**config.mk**
```make
export PLATFORM = sky130hd
export DESIGN_NAME = mux_scan_controller_flat
export DESIGN_NICKNAME = d
export VERILOG_FILES = /design/src/rtl/mux_scan_controller_pkg.sv /design/src/rtl/mux_scan_controller_if.sv /design/src/rtl/mux_scan_controller_dwell_counter.sv /design/src/rtl/mux_scan_controller.sv /design/src/flat_wrapper.sv
export SDC_FILE = /design/constraint.sdc
export NUM_CORES = 1
export LEC_CHECK = 0
export CORE_ASPECT_RATIO = 1.25
export CORE_MARGIN = 1
export CORE_UTILIZATION = 51
export CTS_BUF_LIST = sky130_fd_sc_hd__clkbuf_2 sky130_fd_sc_hd__clkbuf_4 sky130_fd_sc_hd__clkbuf_8
export DETAILED_ROUTE_END_ITERATION = 10
export PLACE_DENSITY = 0.86
export SLEW_MARGIN = 20
export SYNTH_ARGS = -nofsm -noshare
export SYNTH_HDL_FRONTEND = slang
export SYNTH_SLANG_ARGS = --single-unit
```
**constraint.sdc**
```tcl
create_clock -name clk -period 1.4 [get_ports clk]
set_input_delay 0.28 -clock clk [delete_from_list [all_inputs] [get_ports clk]]
set_output_delay 0.28 -clock clk [all_outputs]
set_load 0.01 [all_outputs]
```
**src/rtl/mux_scan_controller_pkg.sv**
```systemverilog
// Shared types and constants for the 4:1 mux scan sequencer.
// The select code is {a,b}: a is the MSB of the channel index, b is the LSB.
package mux_scan_pkg;

   typedef enum logic {
      IDLE = 1'b0,
      SCAN = 1'b1
   } state_t;

   localparam int CH_W   = 2;
   localparam int NUM_CH = 4;

   localparam logic [CH_W-1:0] LAST_CH = CH_W'(NUM_CH - 1);

   // Channel index bit positions that drive the mux select lines.
   localparam int SEL_A_BIT = 1;
   localparam int SEL_B_BIT = 0;

   function automatic int cnt_width(input int dwell);
      return (dwell > 1) ? $clog2(dwell) : 1;
   endfunction

endpackage

```
**src/rtl/mux_scan_controller_if.sv**
```systemverilog
// Handshake and data bundle between the scan sequencer and its environment.
// The master side drives the requests and the mux output; the slave side is the sequencer.
interface mux_scan_controller_if;
   import mux_scan_pkg::*;

   logic              start;
   logic              continuous;
   logic              abort;
   logic              q;
   logic              a;
   logic              b;
   logic              busy;
   logic              sample_valid;
   logic [CH_W-1:0]   sample_ch;
   logic              sample_bit;
   logic [NUM_CH-1:0] frame;
   logic              frame_valid;

   modport master (
      output start, continuous, abort, q,
      input  a, b, busy, sample_valid, sample_ch, sample_bit, frame, frame_valid
   );

   modport slave (
      input  start, continuous, abort, q,
      output a, b, busy, sample_valid, sample_ch, sample_bit, frame, frame_valid
   );

endinterface

```
**src/rtl/mux_scan_controller_dwell_counter.sv**
```systemverilog
// Counts the cycles a select code has been held.
// last is high on the final dwell cycle; the count then wraps to zero.
module dwell_counter
   import mux_scan_pkg::*;
#(
   parameter int DWELL = 4
) (
   input  logic clk,
   input  logic rst,
   input  logic clear,
   input  logic en,
   output logic last
);

   localparam int              CNT_W    = cnt_width(DWELL);
   localparam logic [CNT_W-1:0] LAST_VAL = CNT_W'(DWELL - 1);

   logic [CNT_W-1:0] cnt;

   always_ff @(posedge clk or posedge rst) begin
      if (rst) begin
         cnt <= '0;
      end else if (clear) begin
         cnt <= '0;
      end else if (en) begin
         if (last) begin
            cnt <= '0;
         end else begin
            cnt <= cnt + CNT_W'(1);
         end
      end
   end

   assign last = (cnt == LAST_VAL);

endmodule

```
**src/rtl/mux_scan_controller.sv**
```systemverilog
// Steps the 4:1 mux select through channels 0..3, samples q on the last dwell cycle
// of each channel and publishes a 4-bit frame once channel 3 has been sampled.
module mux_scan_controller
   import mux_scan_pkg::*;
#(
   parameter int DWELL = 4
) (
   input  logic                 clk,
   input  logic                 rst,
   mux_scan_controller_if.slave bus
);

   state_t            state;
   state_t            state_next;
   logic [CH_W-1:0]   ch;
   logic [CH_W-1:0]   ch_next;
   logic              cont_r;
   logic              cont_next;
   logic [NUM_CH-1:0] shadow;
   logic              capture;
   logic              frame_load;
   logic              cnt_clear;
   logic              cnt_en;
   logic              last;

   logic              sample_valid;
   logic [CH_W-1:0]   sample_ch;
   logic              sample_bit;
   logic [NUM_CH-1:0] frame;
   logic              frame_valid;

   dwell_counter #(
      .DWELL(DWELL)
   ) u_dwell (
      .clk   (clk),
      .rst   (rst),
      .clear (cnt_clear),
      .en    (cnt_en),
      .last  (last)
   );

   always_ff @(posedge clk or posedge rst) begin
      if (rst) begin
         state <= IDLE;
      end else begin
         state <= state_next;
      end
   end

   // Abort outranks everything in SCAN, including the channel-3 sample edge.
   always_comb begin
      state_next = state;
      ch_next    = ch;
      cont_next  = cont_r;
      capture    = 1'b0;
      frame_load = 1'b0;
      cnt_clear  = 1'b0;
      cnt_en     = 1'b0;
      case (state)
         IDLE: begin
            cnt_clear = 1'b1;
            ch_next   = '0;
            if (bus.start && !bus.abort) begin
               state_next = SCAN;
               cont_next  = bus.continuous;
            end
         end
         SCAN: begin
            if (bus.abort) begin
               state_next = IDLE;
               ch_next    = '0;
               cnt_clear  = 1'b1;
            end else begin
               cnt_en = 1'b1;
               if (last) begin
                  capture = 1'b1;
                  if (ch == LAST_CH) begin
                     frame_load = 1'b1;
                     ch_next    = '0;
                     if (!cont_r) begin
                        state_next = IDLE;
                     end
                  end else begin
                     ch_next = ch + CH_W'(1);
                  end
               end
            end
         end
         default: begin
            state_next = IDLE;
            ch_next    = '0;
         end
      endcase
   end

   // The channel-3 bit goes straight from q into frame, so shadow[3] is never read.
   always_ff @(posedge clk or posedge rst) begin
      if (rst) begin
         ch           <= '0;
         cont_r       <= 1'b0;
         shadow       <= '0;
         sample_valid <= 1'b0;
         sample_ch    <= '0;
         sample_bit   <= 1'b0;
         frame        <= '0;
         frame_valid  <= 1'b0;
      end else begin
         ch           <= ch_next;
         cont_r       <= cont_next;
         sample_valid <= capture;
         frame_valid  <= frame_load;
         if (capture) begin
            sample_ch  <= ch;
            sample_bit <= bus.q;
            shadow[ch] <= bus.q;
         end
         if (frame_load) begin
            frame <= {bus.q, shadow[NUM_CH-2:0]};
         end
      end
   end

   assign bus.a            = ch[SEL_A_BIT];
   assign bus.b            = ch[SEL_B_BIT];
   assign bus.busy         = (state == SCAN);
   assign bus.sample_valid = sample_valid;
   assign bus.sample_ch    = sample_ch;
   assign bus.sample_bit   = sample_bit;
   assign bus.frame        = frame;
   assign bus.frame_valid  = frame_valid;

endmodule

```
**src/flat_wrapper.sv**
```systemverilog
// flat-port wrapper written by rule: the top's interface ports become plain ports
module mux_scan_controller_flat import mux_scan_pkg::*;
#(
   parameter int DWELL = 4
)
  (clk, rst, bus_start, bus_continuous, bus_abort, bus_q, bus_a, bus_b, bus_busy, bus_sample_valid, bus_sample_ch, bus_sample_bit, bus_frame, bus_frame_valid);
  mux_scan_controller_if bus_i ();
  input  logic clk;
  input  logic rst;
  input wire logic [$bits(bus_i.start)-1:0] bus_start;
  input wire logic [$bits(bus_i.continuous)-1:0] bus_continuous;
  input wire logic [$bits(bus_i.abort)-1:0] bus_abort;
  input wire logic [$bits(bus_i.q)-1:0] bus_q;
  output wire logic [$bits(bus_i.a)-1:0] bus_a;
  output wire logic [$bits(bus_i.b)-1:0] bus_b;
  output wire logic [$bits(bus_i.busy)-1:0] bus_busy;
  output wire logic [$bits(bus_i.sample_valid)-1:0] bus_sample_valid;
  output wire logic [$bits(bus_i.sample_ch)-1:0] bus_sample_ch;
  output wire logic [$bits(bus_i.sample_bit)-1:0] bus_sample_bit;
  output wire logic [$bits(bus_i.frame)-1:0] bus_frame;
  output wire logic [$bits(bus_i.frame_valid)-1:0] bus_frame_valid;
  assign bus_i.start = bus_start;
  assign bus_i.continuous = bus_continuous;
  assign bus_i.abort = bus_abort;
  assign bus_i.q = bus_q;
  assign bus_a = bus_i.a;
  assign bus_b = bus_i.b;
  assign bus_busy = bus_i.busy;
  assign bus_sample_valid = bus_i.sample_valid;
  assign bus_sample_ch = bus_i.sample_ch;
  assign bus_sample_bit = bus_i.sample_bit;
  assign bus_frame = bus_i.frame;
  assign bus_frame_valid = bus_i.frame_valid;
  mux_scan_controller #(.DWELL(DWELL)) u_core (.clk(clk), .rst(rst), .bus(bus_i));
endmodule
```
==> out/metrics.csv, run 1 <==
stage;metric;value;unit
floorplanning;Core Region;0.00154;mm²
final_layout;multi-input logic area;354;µm²
placed_design;gpl congestion;0.718;
power;sequential share of power;63.5;%
global_route;M2 GR Usage;29.8;%
timing;post-layout min period;1340;ps
logic_synthesis;Syn Nets;69;
critical_path;WP data required;1560;ps
final_layout;Filler cells;123;
timing;Fin Hold WS;297;ps
power;Clock power frac;28.3;%
critical_path;Max stage delay on crit path;410;ps
critical_path;FF-to-FF path depth;4;
global_route;GRT busiest layer;met2;
global_route;GR met3 Demand/Resource;4.74;%
final_layout;fin area;0.00107;mm²
power;switching power share of the total;20.9;%
routing;vias post-DR;512;
clocking;Clock Pin Slew Worst Setup and Hold Paths;100;ps
final_layout;non-filler instance count after layout;100;
clocking;clk_lat worst skew;280;ps
final_layout;Layout Nets;95;
timing;Max Clock Skew;11.5;ps
placed_design;Cells after DPL;94;
floorplanning;die outline height;47.3;µm
global_route;largest net degree at the start of global routing;19;
routing;Residual DRC;0;
critical_path;Buf/Inv on CP;1;
routing;post-DR vias/cell;5.12;
clocking;CTS tree;yes;
floorplanning;Initial Util;54.3;%
floorplanning;die width;38.2;µm
critical_path;Startpoint Class;flop;
logic_synthesis;synthesized area per cell;14.4;µm²
final_layout;commonest non-fill, non-tap cells in the layout;17 x dfrtp_1, 12 x dlygate4sd2_1, 7 x mux2_2;
global_route;first-pass GRT wire length;2230;µm
job;maxcap violations;0;
critical_path;Crit. path cell count;4;
power;power per cell area;788;mW/mm²
logic_synthesis;Syn Std Cell Area;837;µm²
timing;maximum clock frequency;744;MHz
routing;Initial DRC Count;0;
critical_path;crit path cell chain;buf_4 > ha_2 > nand4b_4 > mux2_4;
timing;RSZ-0062 raised after global routing;false;
timing;Final Max Slew Viols;0;
placed_design;dpl cell area;0.00103;mm²
clocking;CTS Buf Count;3;
global_route;number of global-route vias before repair;518;
clocking;Root Buffer;clkbuf_4;
global_route;grt ovf;0;
logic_synthesis;post-synthesis cell count;58;
critical_path;Reg-to-Reg Start;u_core.ch[0];
timing;Slew headroom;83.1;%
final_layout;# diodes;0;
clocking;clock sink count;18;
routing;drt pass-1 iters;1;
clocking;maximum clock path buffer count;2;
placed_design;port bufs;17;
final_layout;P&R area growth vs syn;27.8;%
power;peak supply drop;0.629;mV
final_layout;most common cell after layout, fill and taps aside;dfrtp_1;
critical_path;CP endpoint kind;flop;
critical_path;Critical Path Source;u_core.ch[0];
global_route;antenna violations before repair;0;
final_layout;layout cells sized above 1;31.7;%
routing;number of routed nets with antenna violations;0;
critical_path;CP Max Fanout;5;
timing;Final Setup Violations;0;
global_route;met1 Usage GRT;21.4;%
min_path;Tightest Hold Check Type;in -> async;
global_route;GR Util All Layers;18.2;%
clocking;H-tree levels;1;
floorplanning;die area;0.00181;mm²
logic_synthesis;sequential share of the synthesized area;53.8;%
power;Lkg Pwr;0.000637;µW
critical_path;WP data arrival;1510;ps
placed_design;DP HPWL;981;µm
critical_path;Worst R2R End;u_core.bus.frame[1];
critical_path;CP Class;reg -> reg;
final_layout;Reg area;452;µm²
power;internal power;667;µW
routing;Routed WL per cell;12.8;µm
logic_synthesis;synth unique cells;19;
critical_path;R2R setup slack;60;ps
timing;Final period util;96.0;%
critical_path;slowest CP cell;dfrtp_2;
timing;setup tns final;0;ps
timing;Tightest Pin Transition;252;ps
critical_path;crit path capture;u_core.bus.frame[1];
logic_synthesis;post-synthesis register bit count;18;
logic_synthesis;Synth Warn #;0;
floorplanning;IO Count;18;
status;status;finished clean;
timing;Hold Vio Cnt, Final;0;
power;NetSw;176;µW
routing;final wirelength;1280;µm
power;combinational fraction of design power;8.2;%
floorplanning;num rows;16;
critical_path;CP top delay family;flip-flops;
[Yosys cell counts]
| master | instances | area share, % |
|---|---|---|
| dfrtp_1 | 18 | 54 |
| mux2_2 | 7 | 9.4 |
| ha_1 | 5 | 7.5 |
| inv_1 | 5 | 2.2 |
| mux2_4 | 4 | 7.2 |
| nand4b_1 | 3 | 3.1 |
| nor2_1 | 3 | 1.3 |
| nor3_1 | 2 | 1.2 |
| and2_1 | 1 | 0.75 |
| and4b_2 | 1 | 1.3 |
| buf_4 | 1 | 0.90 |
| buf_6 | 1 | 1.3 |
| mux2i_1 | 1 | 1.2 |
| nand2b_1 | 1 | 0.75 |
| nand3b_4 | 1 | 2.4 |
| nand4b_4 | 1 | 2.8 |
| nor2b_1 | 1 | 0.75 |
| nor3b_1 | 1 | 0.90 |
| xnor2_1 | 1 | 1.0 |
[registers in the layout, indices dropped and copies added, names as in the netlist]
register and flops:
u_core.bus.busy 1, u_core.bus.frame 4, u_core.bus.frame_valid 1, u_core.bus.sample_bit 1, u_core.bus.sample_ch 2, u_core.bus.sample_valid 1
u_core.ch 2, u_core.cont_r 1, u_core.shadow 3, u_core.u_dwell.cnt 2
[worst register-to-register path, cell delays in order, from the launching register on]
cell and delay, ps:
dfrtp_2 410, buf_4 150, ha_2 200, nand4b_4 150, mux2_4 310
[final cells by class]
type | count | share of cell area [%]
well taps | 18 | 2.11
flip-flops and latches | 18 | 42.2
inverters | 5 | 1.75
multi-input cells | 33 | 33.1
repair buffers | 23 | 18.7
clock buffers | 3 | 2.11
[through the flow]
stage               total power (µW)  setup slack [ps]  utilization, %
floorplan                        582               123               -
global placement                 613              -166            67.0
detailed placement               615              -197            67.0
CTS                              861              9.64            69.2
global route                     895              13.0            69.4
finish                           843              55.6            69.4
[power groups by stage]
stage	Combinational, µW	Sequential (µW)	Clock, µW
global placement	65.1	547	0
global route	77.7	537	280
finish	69.1	536	239
CTS	70.4	536	255
detailed placement	66.9	548	0
floorplan	35.6	546	0
[layer usage]
layer	part of all wire (%)	wire length, µm
met1	43	547
met2	52	663
met3	4.0	51
met4	0.94	12
met5	0	0
[how the worst min path moves through the flow]
stage,start,to,slack [ps],depth (start not counted)
CTS,rst,u_core.bus.frame[0],290,3
floorplan,rst,u_core.bus.busy,220,1
global route,rst,u_core.bus.busy,310,3
finish,rst,u_core.bus.frame[0],300,3
detailed placement,u_core.u_dwell.cnt[0],u_core.u_dwell.cnt[0],430,1
global placement,u_core.u_dwell.cnt[0],u_core.u_dwell.cnt[0],430,1
[what timing repair did]
action	4_1_cts	5_1_grt
gates cloned	0	0
gates resized for setup	14	1
hold buffers	0	0
pin swaps	1	1
buffers inserted	3	0
endpoints found under the setup margin	14	4
[cells by family after synthesis]
kind of cell | synth area share (%)
XOR/XNOR | 1.05
adder cells (fa/ha/maj) | 7.47
buffers and inverters | 4.48
flip-flops | 53.8
multiplexers | 17.8
AND/OR/NAND/NOR | 15.4
Power figures use the tool's default switching activity.
==> inputs of run 2 (changes only) <==
Settings changed: CELL_PAD_IN_SITES_DETAIL_PLACEMENT set to 2, CELL_PAD_IN_SITES_GLOBAL_PLACEMENT set to 2, CORE_UTILIZATION 51 to 35, CTS_CLUSTER_DIAMETER set to 200.
==> run 2 against run 1 <==
- critical path depth rose by 1
- routed wire length grew 31%
- final cell count up 14%
- combinational power is 5.8% higher
- register-to-register slack got worse by 30 ps
- hold slack improved by 16 ps
- first-iteration DRC count increased by 1
- count of clock-buffer cells in the layout unchanged
- critical endpoint is now u_core.shadow[0]
- largest cell class unchanged
==> out/metrics.csv, run 2 (synthesized netlist as in run 1, its figures left out) <==
stage;metric;value;unit
floorplanning;die area;0.00259;mm²
routing;Initial DRC Count;1;
routing;Residual DRC;0;
power;peak supply drop;0.403;mV
min_path;Tightest Hold Check Type;in -> async;
power;sequential share of power;62.4;%
timing;Fin Hold WS;313;ps
timing;Final Setup Violations;0;
final_layout;Reg area;453;µm²
timing;Tightest Pin Transition;243;ps
timing;Hold Vio Cnt, Final;0;
critical_path;Critical Path Source;u_core.ch[1];
final_layout;P&R area growth vs syn;32.0;%
critical_path;Reg-to-Reg Start;u_core.ch[1];
placed_design;DP HPWL;1200;µm
power;switching power share of the total;21.9;%
critical_path;slowest CP cell;dfrtp_2;
timing;Final Max Slew Viols;0;
timing;Slew headroom;83.7;%
final_layout;Top Registers;u_core.bus.frame: 4 flops, u_core.shadow: 3 flops;
floorplanning;die outline height;56.7;µm
clocking;Root Buffer;clkbuf_4;
final_layout;Biggest register;u_core.bus.frame;
final_layout;multi-input logic area;364;µm²
critical_path;CP Class;reg -> reg;
placed_design;gpl congestion;0.672;
placed_design;port bufs;17;
routing;number of routed nets with antenna violations;0;
routing;drt pass-1 iters;4;
floorplanning;Initial Util;37.5;%
timing;Max Clock Skew;1.85;ps
routing;vias post-DR;529;
critical_path;Worst R2R End;u_core.shadow[0];
floorplanning;num rows;19;
timing;post-layout min period;1370;ps
routing;final wirelength;1670;µm
final_layout;Filler cells;248;
status;status;finished clean;
power;power per cell area;776;mW/mm²
clocking;Clock Pin Slew Worst Setup and Hold Paths;90;ps
power;internal power;670;µW
global_route;GR Util All Layers;15.8;%
final_layout;Layout Nets;96;
clocking;CTS Buf Count;3;
final_layout;commonest non-fill, non-tap cells in the layout;16 x dfrtp_1, 12 x dlygate4sd2_1, 7 x mux2_2, 7 x buf_4, 5 x clkdlybuf4s50_1;
timing;maximum clock frequency;730;MHz
global_route;largest net degree at the start of global routing;19;
clocking;maximum clock path buffer count;2;
floorplanning;die width;45.7;µm
final_layout;fin area;0.00110;mm²
critical_path;Buf/Inv on CP;2;
job;maxcap violations;0;
global_route;grt ovf;0;
critical_path;WP data required;1590;ps
routing;Routed WL per cell;14.7;µm
power;Clock power frac;29.0;%
global_route;first-pass GRT wire length;2880;µm
final_layout;max reg flops;4;
final_layout;final core utilization;49.4;%
power;combinational fraction of design power;8.5;%
critical_path;FF-to-FF path depth;5;
final_layout;# diodes;0;
global_route;number of global-route vias before repair;587;
power;Lkg Pwr;0.000627;µW
clocking;H-tree levels;1;
critical_path;CP top delay family;flip-flops;
floorplanning;IO Count;18;
power;total power;858;µW
timing;setup tns final;0;ps
critical_path;Max stage delay on crit path;420;ps
critical_path;WP data arrival;1560;ps
final_layout;most common cell after layout, fill and taps aside;dfrtp_1;
power;NetSw;188;µW
clocking;clk_lat worst skew;290;ps
routing;post-DR vias/cell;4.64;
global_route;antenna violations before repair;0;
critical_path;R2R setup slack;30;ps
critical_path;Startpoint Class;flop;
placed_design;dpl cell area;0.00106;mm²
critical_path;CP Max Fanout;5;
critical_path;CP endpoint kind;flop;
critical_path;crit path cell chain;buf_4 > inv_1 > ha_1 > nand4b_1 > mux2_2;
clocking;CTS tree;yes;
floorplanning;Core Region;0.00223;mm²
final_layout;layout cells sized above 1;34.9;%
clocking;clock sink count;18;
timing;Final period util;97.9;%
## run 2: layout make-up
type | count | area share (%)
Tap cell | 31 | 3.51
Clock buffer | 3 | 2.04
Multi-Input combinational cell | 33 | 33.0
Sequential cell | 18 | 41.0
Timing Repair Buffer | 24 | 18.8
Inverter | 5 | 1.70
## run 2: power by group through the flow
stage	combinational (µW)	clock [µW]	sequential [µW]
5_1_grt	80.7	289	537
3_5_place_dp	72.8	0	547
2_1_floorplan	35.6	0	546
3_3_place_gp	70.1	0	546
6_report	73.1	249	535
4_1_cts	75.1	273	536
## run 2: how the worst max path moves through the flow
stage | cells past startpoint | end | slack [ps]
after global routing | 5 | u_core.shadow[0] | -30
after global placement | 3 | u_core.bus.frame[1] | -150
final | 5 | u_core.shadow[0] | 30
after CTS | 4 | u_core.bus.frame[1] | 10
after detailed placement | 3 | u_core.bus.frame[3] | -180
after floorplan | 3 | u_core.bus.frame[0] | 120
## run 2: per-layer routing
metal | GRT usage, % | up-vias | routed length, µm
met5 | 0 | - | 0
met4 | 10.1 | 0 | 54
met3 | 2.89 | 5 | 39
met2 | 24.1 | 12 | 857
met1 | 20.0 | 266 | 723
li1 | - | 246 | -
## run 2: what timing repair did
action	CTS	global route
hold buffers	0	0
pin swaps	1	0
buffers inserted	3	0
gates resized for setup	15	3
endpoints found under the setup margin	13	5
## run 2: through the flow
step / setup slack [ps] / instances
2_1_floorplan: 123 / 58
3_3_place_gp: -149 / 108
3_5_place_dp: -177 / 108
4_1_cts: 10.8 / 114
5_1_grt: -29.0 / 114
6_report: 29.7 / 114
## run 2: worst register-to-register path: cells and delay by family, from the launching register on
kind,cells,cell delay [ps]
flops,1,420
simple gates,1,120
fa+ha+maj,1,190
buf+inv,2,250
mux,1,280
==> inputs of run 3 (changes only) <==
Settings changed: CORE_MARGIN 1 to unset, REMOVE_ABC_BUFFERS set to 1.
==> run 3 against run 2 <==
- clock power increased by 4%
- first-iteration DRC count shrank 100%
- register-to-register slack is essentially flat
- clock skew is 5.2 ps higher
- utilization grew 0.17 points
- largest power group unchanged
- critical endpoint unchanged
- routed wire length increased by 23%
- fmax increased by 0.60%
- total power grew 1.5%
- non-clock buffer count unchanged
- sequential share of layout area down 0.14 points
==> out/metrics.csv, run 3 (synthesized netlist as in run 1, its figures left out) <==
stage;metric;value;unit
status;status;finished clean;
timing;Max Clock Skew;7.05;ps
timing;Final Max Slew Viols;0;
clocking;H-tree levels;1;
clocking;CTS tree;yes;
global_route;M2 GR Usage;34.3;%
critical_path;CP Class;reg -> reg;
global_route;grt ovf;0;
routing;Initial DRC Count;0;
final_layout;max reg flops;4;
timing;Final period util;97.3;%
critical_path;crit path cell chain;buf_4 > inv_1 > ha_1 > nand4b_1 > mux2_2;
final_layout;fin area;0.00111;mm²
final_layout;most common cell after layout, fill and taps aside;dfrtp_1;
critical_path;WP data required;1590;ps
clocking;CTS Buf Count;3;
final_layout;# diodes;0;
critical_path;Worst R2R End;u_core.shadow[0];
routing;Residual DRC;0;
routing;post-DR vias/cell;4.71;
placed_design;dpl cell area;0.00106;mm²
power;total power;870;µW
critical_path;CP Max Fanout;5;
final_layout;commonest non-fill, non-tap cells in the layout;16 x dfrtp_1, 12 x dlygate4sd2_1, 7 x mux2_2;
floorplanning;num rows;19;
timing;Hold Vio Cnt, Final;0;
clocking;Hold Buf Count CTS;0;
floorplanning;die outline height;56.7;µm
routing;final wirelength;2050;µm
clocking;Clock Pin Slew Worst Setup and Hold Paths;100;ps
global_route;number of global-route vias before repair;647;
routing;Routed WL per cell;18.0;µm
global_route;largest net degree at the start of global routing;19;
critical_path;FF-to-FF path depth;5;
min_path;Tightest Hold Check Type;in -> async;
timing;Slew headroom;81.5;%
final_layout;Biggest register;u_core.bus.frame;
routing;drt pass-1 iters;1;
floorplanning;die width;45.7;µm
global_route;GR Util All Layers;18.7;%
global_route;antenna violations before repair;0;
clocking;maximum clock path buffer count;2;
critical_path;CP endpoint kind;flop;
global_route;GR met3 Demand/Resource;1.93;%
timing;setup tns final;0;ps
power;peak supply drop;0.666;mV
critical_path;slowest CP cell;dfrtp_2;
routing;number of routed nets with antenna violations;0;
global_route;GRT busiest layer;met2;
timing;Final Setup Violations;0;
placed_design;port bufs;17;
power;power per cell area;785;mW/mm²
timing;Tightest Pin Transition;277;ps
floorplanning;Core Region;0.00223;mm²
critical_path;Reg-to-Reg Start;u_core.ch[1];
floorplanning;die area;0.00259;mm²
global_route;met1 Usage GRT;21.3;%
timing;RSZ-0062 raised after global routing;false;
global_route;first-pass GRT wire length;3350;µm
routing;vias post-DR;537;
floorplanning;Initial Util;37.5;%
job;maxcap violations;0;
critical_path;WP data arrival;1560;ps
critical_path;Max stage delay on crit path;410;ps
critical_path;R2R setup slack;40;ps
timing;maximum clock frequency;734;MHz
power;Lkg Pwr;0.000628;µW
final_layout;P&R area growth vs syn;32.4;%
floorplanning;IO Count;18;
timing;post-layout min period;1360;ps
clocking;clk_lat worst skew;300;ps
placed_design;gpl congestion;0.697;
final_layout;layout cells sized above 1;33.7;%
placed_design;DP HPWL;1480;µm
clocking;clock sink count;18;
final_layout;Layout Nets;96;
final_layout;Top Registers;u_core.bus.frame: 4 flops, u_core.shadow: 3 flops;
clocking;Root Buffer;clkbuf_4;
critical_path;Startpoint Class;flop;
run 3: metal layers:
layer | vias to the layer above | routed length [µm]
li1 | 251 | -
met1 | 269 | 840
met2 | 13 | 1130
met3 | 4 | 51
met4 | 0 | 34
met5 | - | 0
run 3: worst max-delay path, delay by kind of cell (launching register included):
kind	cells	cell delay, ps
buf+inv	2	250
simple gates	1	140
fa+ha+maj	1	150
flops	1	410
mux	1	310
run 3: power breakdown:
| part | leakage, µW | switching (µW) | internal [µW] |
|---|---|---|---|
| clock | 0.0000138 | 159 | 100 |
| combinational | 0.000371 | 34.7 | 37.9 |
| sequential | 0.000244 | 7.96 | 530 |
run 3: timing repair:
item | 4_1_cts | 5_1_grt
pin swaps | 1 | 0
setup buffers | 2 | 0
resized for setup | 16 | 2
endpoints found under the setup margin | 18 | 6
run 3: how the worst max path moves through the flow:
stage | startpoint | endpoint | slack (ps) | cells past startpoint
floorplan | u_core.u_dwell.cnt[0] | u_core.bus.frame[0] | 50 | 3
global placement | bus_abort | u_core.bus.frame[0] | -90 | 3
detailed placement | bus_abort | u_core.bus.frame[2] | -180 | 3
CTS | u_core.ch[0] | u_core.shadow[0] | 20 | 5
global route | u_core.ch[1] | u_core.shadow[1] | 3 | 5
finish | u_core.ch[1] | u_core.shadow[0] | 40 | 5
run 3: metrics by stage:
stage                     hold WS (ps)  worst slack [ps]  cells  util (%)
after CTS                          297              18.4    114      49.0
after floorplan                    219              47.9     56         -
after global routing               330              2.75    114      49.6
final                              288              37.9    114      49.6
after detailed placement           449              -176    109      47.6
after global placement             430             -86.1    109      47.6
run 3: cell type report:
class	instances	area, µm²
multi-input cells	33	364
clock buffers	3	22.5
inverters	5	18.8
well taps	31	38.8
repair buffers	24	211
fillers	245	1130
flip-flops and latches	18	453
